<file path="src/rtl/iq_addsub_pipe.sv">
// ============================================================================
// Module      : iq_addsub_pipe
// Description : Two-stage I/Q add/subtract pipeline with valid/ready flow
//               control, selectable halving/saturating/wrapping output
//               scaling and a count of completed output transfers.
// Revision    : 1.0 - initial release
// ============================================================================
`default_nettype none

module iq_addsub_pipe #(
   parameter int WIDTH   = 32,
   parameter int COUNT_W = 16
) (
   input  logic                      M100CLK,
   input  logic                      reset,
   input  logic                      in_valid,
   output logic                      in_ready,
   input  logic signed [WIDTH-1:0]   i,
   input  logic signed [WIDTH-1:0]   q,
   input  logic                      op,
   input  logic [1:0]                scale_mode,
   output logic                      out_valid,
   input  logic                      out_ready,
   output logic signed [WIDTH-1:0]   sum,
   output logic                      overflow,
   output logic [COUNT_W-1:0]        sample_count
);

   localparam logic [1:0]         c_MODE_FLOOR = 2'b00;
   localparam logic [1:0]         c_MODE_ROUND = 2'b01;
   localparam logic [1:0]         c_MODE_SAT   = 2'b10;
   localparam logic [WIDTH-1:0]   c_MAX        = {1'b0, {(WIDTH-1){1'b1}}};
   localparam logic [WIDTH-1:0]   c_MIN        = {1'b1, {(WIDTH-1){1'b0}}};
   localparam logic [COUNT_W-1:0] c_CNT_ONE    = {{(COUNT_W-1){1'b0}}, 1'b1};

   logic                 w_adv;
   logic [WIDTH:0]       w_a;
   logic [WIDTH:0]       w_b;
   logic [WIDTH:0]       w_full;
   logic [WIDTH:0]       w_floor;
   logic [WIDTH:0]       w_round;
   logic [WIDTH-1:0]     w_sum;
   logic                 w_ovf;

   logic                 r_s1_valid;
   logic [WIDTH:0]       r_s1_full;
   logic [1:0]           r_s1_mode;

   // The whole pipeline moves together whenever the output slot is free
   // or being drained; ready therefore never depends on in_valid.
   assign w_adv    = !out_valid || out_ready;
   assign in_ready = w_adv;

   // One guard bit makes the add/subtract exact for any operand pair.
   assign w_a    = {i[WIDTH-1], i};
   assign w_b    = {q[WIDTH-1], q};
   assign w_full = op ? (w_a + w_b) : (w_a - w_b);

   // (full+1)>>>1 equals floor(full/2) plus the dropped LSB, which keeps the
   // rounding adder one bit narrower while giving the identical result.
   assign w_floor = {r_s1_full[WIDTH], r_s1_full[WIDTH:1]};
   assign w_round = w_floor + {{WIDTH{1'b0}}, r_s1_full[0]};

   // Stage 1: capture the exact result and this sample's scaling mode.
   // The operation is already folded into the full result.
   always_ff @(posedge M100CLK or negedge reset) begin
      if (!reset) begin
         r_s1_valid <= 1'b0;
         r_s1_full  <= '0;
         r_s1_mode  <= '0;
      end else if (w_adv) begin
         r_s1_valid <= in_valid;
         r_s1_full  <= w_full;
         r_s1_mode  <= scale_mode;
      end
   end

   // Scale the stage-1 result into WIDTH bits and flag clamping/wrapping.
   always_comb begin
      w_sum = w_floor[WIDTH-1:0];
      w_ovf = 1'b0;
      case (r_s1_mode)
         c_MODE_FLOOR: begin
            w_sum = w_floor[WIDTH-1:0];
         end
         c_MODE_ROUND: begin
            // Only the most positive full result can round up past the range.
            if (w_round[WIDTH] != w_round[WIDTH-1]) begin
               w_sum = c_MAX;
               w_ovf = 1'b1;
            end else begin
               w_sum = w_round[WIDTH-1:0];
            end
         end
         c_MODE_SAT: begin
            if (r_s1_full[WIDTH] != r_s1_full[WIDTH-1]) begin
               w_sum = r_s1_full[WIDTH] ? c_MIN : c_MAX;
               w_ovf = 1'b1;
            end else begin
               w_sum = r_s1_full[WIDTH-1:0];
            end
         end
         default: begin
            w_sum = r_s1_full[WIDTH-1:0];
            w_ovf = (r_s1_full[WIDTH] != r_s1_full[WIDTH-1]);
         end
      endcase
   end

   // Stage 2: output register, frozen while the consumer stalls.
   always_ff @(posedge M100CLK or negedge reset) begin
      if (!reset) begin
         out_valid <= 1'b0;
         sum       <= '0;
         overflow  <= 1'b0;
      end else if (w_adv) begin
         out_valid <= r_s1_valid;
         sum       <= w_sum;
         overflow  <= w_ovf;
      end
   end

   // Count completed output transfers, wrapping naturally.
   always_ff @(posedge M100CLK or negedge reset) begin
      if (!reset) begin
         sample_count <= '0;
      end else if (out_valid && out_ready) begin
         sample_count <= sample_count + c_CNT_ONE;
      end
   end

endmodule

`default_nettype wire

</file>
<file path="config.mk">
export PLATFORM = sky130hd
export DESIGN_NAME = iq_addsub_pipe
export DESIGN_NICKNAME = d
export VERILOG_FILES = /design/src/rtl/iq_addsub_pipe.sv
export SDC_FILE = /design/constraint.sdc
export NUM_CORES = 1
export LEC_CHECK = 0
export CORE_MARGIN = 4
export CORE_UTILIZATION = 55
export CTS_CLUSTER_DIAMETER = 30
export DETAILED_ROUTE_END_ITERATION = 12
export GPL_TIMING_DRIVEN = 1
export PLACE_DENSITY = 0.86
export REMOVE_ABC_BUFFERS = 1
export SLEW_MARGIN = 5
export SYNTH_ARGS = -nofsm -noshare
export SYNTH_HDL_FRONTEND = slang
export SYNTH_SLANG_ARGS = --single-unit
</file>
<file path="constraint.sdc">
create_clock -name M100CLK -period 4.6 [get_ports M100CLK]
set_input_delay 0.92 -clock M100CLK [delete_from_list [all_inputs] [get_ports M100CLK]]
set_output_delay 0.92 -clock M100CLK [all_outputs]
set_load 0.1 [all_outputs]
</file>
==> out/qor.yml <==
status:
  status: "finished, final reports clean"
logic_synthesis:
  synth_top_flop_cell: "dfrtp_1"
  synthCells: 930
  netlist_area_sq_mm: 0.00726
  ys_ff_latch: 86
  synth_edf_count: 0
  synth_cell_types: 66
  synthArstFlopShare_pct: 100
  synth-seq-area-share_pct: 29.6
  syn_area_per_cell_sq_um: 7.81
  yosys_warnings: 0
clocking:
  cts_tree: "built"
  htreeDepth: 3
  cts-root-buf: "clkbuf_16"
  clk_latency_ns: 0.34
  cts_buffers: 9
  cts_buffer_depth: 2
  clkTransAtPathRegs_ns: 0.06
  cts_sinks: 86
setup_path:
  crit_fanout: 5
  r2r-start: "r_s1_full[1]"
  worstPathRequired_ns: 4.81
  critical_path_arrival_ns: 4.41
  crit_path_end_kind: "flip-flop"
  critPathLaunch: "q[2]"
  crit_path_start_kind: "input port"
  worst-setup-path-type: "input port to flip-flop"
sta:
  hold_violations: 0
  clock-skew-final_ns: 0.00635
  fmax_mhz: 238
  fin_setup_tns_ns: 0
  setup_violations: 0
  slew_headroom_pct: 29.9
  rsz0062_at_grt: "false"
  whs_ns: 0.458
  layout_setup_ws_ns: 0.403
  post-route-period-util_pct: 91.2
  fin_crit_ns: 4.20
  worst_slew_pin_slew_ns: 1.05
  final-max-slew-violation-count: 0
global_routing:
  grtUsageMet1_pct: 34.3
  grt_use_met3_pct: 3.29
  grt_antenna_before_repair: 0
  grt_remaining_overflow: 0
  grt_use_met2_pct: 39.5
  grt_pass1_vias: 6684
  grt_max_degree: 87
  grt_usage_pct: 24.8
  grt-busiest-layer: "met2"
  grt_first_pass_wirelength_microns: 30900
hold_path:
  hold_path_class: "flip-flop to flip-flop"
  hold_start: "r_s1_valid"
detailed_routing:
  wire_per_inst_microns: 15.4
  routed_wirelength_microns: 18800
  vias: 7156
  drtAntennaViolNets: 0
  dr.first_iter.drc_count: 465
  drc: 0
  viasPerCell: 5.88
  firstDrtPassIters: 5
pwr:
  p_leak_nw: 3.72
  powerDensity_mw_per_mm2: 567
  ir_worst_vdd_mv: 0.349
  totalPowerFinal_w: 0.00512
place:
  dpl-instance-area_sq_mm: 0.00872
  dp_slack_ns: -0.0370
  place_hpwl_microns: 13900
  routabilityCongestion: 0.981
  io_buffers: 121
final_layout:
  final_cell_mix: "clkdlybuf4s50_1, nand2_1, a21oi_1, nor2_1, dfrtp_1"
  nNetsFinal: 1152
  antenna_cells: 0
  fillers: 969
  drive_above_1_share_pct: 8.43
  mostFrequentLayoutCell: "clkdlybuf4s50_1"
  area_delta_synth_final_pct: 24.3
  fin_area_sq_mm: 0.00903
die:
  row_count: 41
  dieArea_sq_mm: 0.0151
  start_util_pct: 56.8
  top_level_ports: 122
  core-area_sq_mm: 0.0128
  fp.dieH_microns: 123
  die_w_microns: 123
run:
  cap_violations: 0
## Yosys cell counts (10+ instances only)
cell type / count / area share (%)
nand2_1: 101 / 5.2
a21oi_1: 99 / 6.8
nor2_1: 92 / 4.8
dfrtp_1: 86 / 30
o21ai_0: 78 / 5.4
clkbuf_1: 46 / 2.4
xor2_1: 43 / 5.2
ha_1: 41 / 7.1
xnor2_1: 31 / 3.7
nor3_1: 29 / 2.0
nand3_1: 26 / 1.8
inv_1: 25 / 1.3
nand4_1: 20 / 1.7
a31oi_1: 18 / 1.6
and3_1: 14 / 1.2
o211ai_1: 12 / 1.2
a211oi_1: 11 / 1.1
a21o_1: 11 / 1.1
mux2_2: 11 / 1.7
o221ai_1: 10 / 1.2
## report_power, final
| part | total [W] | leakage [nW] | switching (W) | internal [W] |
|---|---|---|---|---|
| Combinational | 0.00305 | 2.55 | 0.00212 | 0.000931 |
| Sequential | 0.00135 | 1.03 | 0.000327 | 0.00102 |
| Clock | 0.000722 | 0.144 | 0.000285 | 0.000436 |
| Total | 0.00512 | 3.72 | 0.00273 | 0.00238 |
## state kept, by name, indices dropped and copies added (netlist names)
name and count:
r_s1_valid 1, out_valid 1, r_s1_full 33, sum 32, r_s1_mode 2, sample_count 16
overflow 1
## per-layer routing
layer	vias to the layer above	routed length, microns
met2	277	8590
met3	36	1180
met5	-	0
met1	3254	8450
li1	3589	-
met4	0	531
## critical path, stage by stage
cell and delay, ns:
clkdlybuf4s50_1 0.50, nor3_2 0.28, nand3b_1 0.15, nor4_1 0.20, buf_4 0.19, a21oi_1 0.07
xor2_1 0.14, ha_1 0.36, a21oi_1 0.25, o211ai_1 0.15, a221oi_2 0.36, o211ai_1 0.25
a21oi_1 0.27, mux2i_1 0.21, o21ai_0 0.11
## path summary, 6_finish.rpt
path | end | slack [ns] | depth (start not counted)
max | r_s1_full[24] | 0.40 | 15
max in group asynchronous | r_s1_full[24] | 3.16 | 1
min | out_valid | 0.46 | 1
min reg2reg | out_valid | 0.46 | 1
min in group asynchronous | sample_count[0] | 0.77 | 1
max reg2reg | sum[12] | 0.97 | 16
## area by class of cell
| cell class | count | area (sq um) | area share [%] |
|---|---|---|---|
| Clock inverter | 3 | 43.8 | 0.485 |
| Multi-Input combinational cell | 762 | 4810 | 53.3 |
| Clock buffer | 13 | 250 | 2.77 |
| Sequential cell | 86 | 2150 | 23.8 |
| Inverter | 26 | 97.6 | 1.08 |
| Timing Repair Buffer | 154 | 1450 | 16.1 |
| Tap cell | 172 | 215 | 2.38 |
## metrics by stage
stage	util (%)	std cells
2_1_floorplan	-	874
3_3_place_gp	68.2	1200
3_5_place_dp	68.2	1200
4_1_cts	70.5	1216
5_1_grt	70.7	1216
6_report	70.7	1216
## logic make-up after synthesis
group / share of synthesized area (%)
compound gates: 25.4
mux: 2.81
fa+ha+maj: 7.34
xor+xnor: 8.93
flops: 29.6
buf+inv: 4.38
simple gates: 21.5
## what timing repair did
action / 4_1_cts / 5_1_grt
endpoints found under the setup margin: 0 / 5
resized for setup: 0 / 3
hold buffers: 0 / 0
hold endpoints to repair: 0 / 0
setup buffers: 0 / 0
Power figures use the tool's default switching activity.
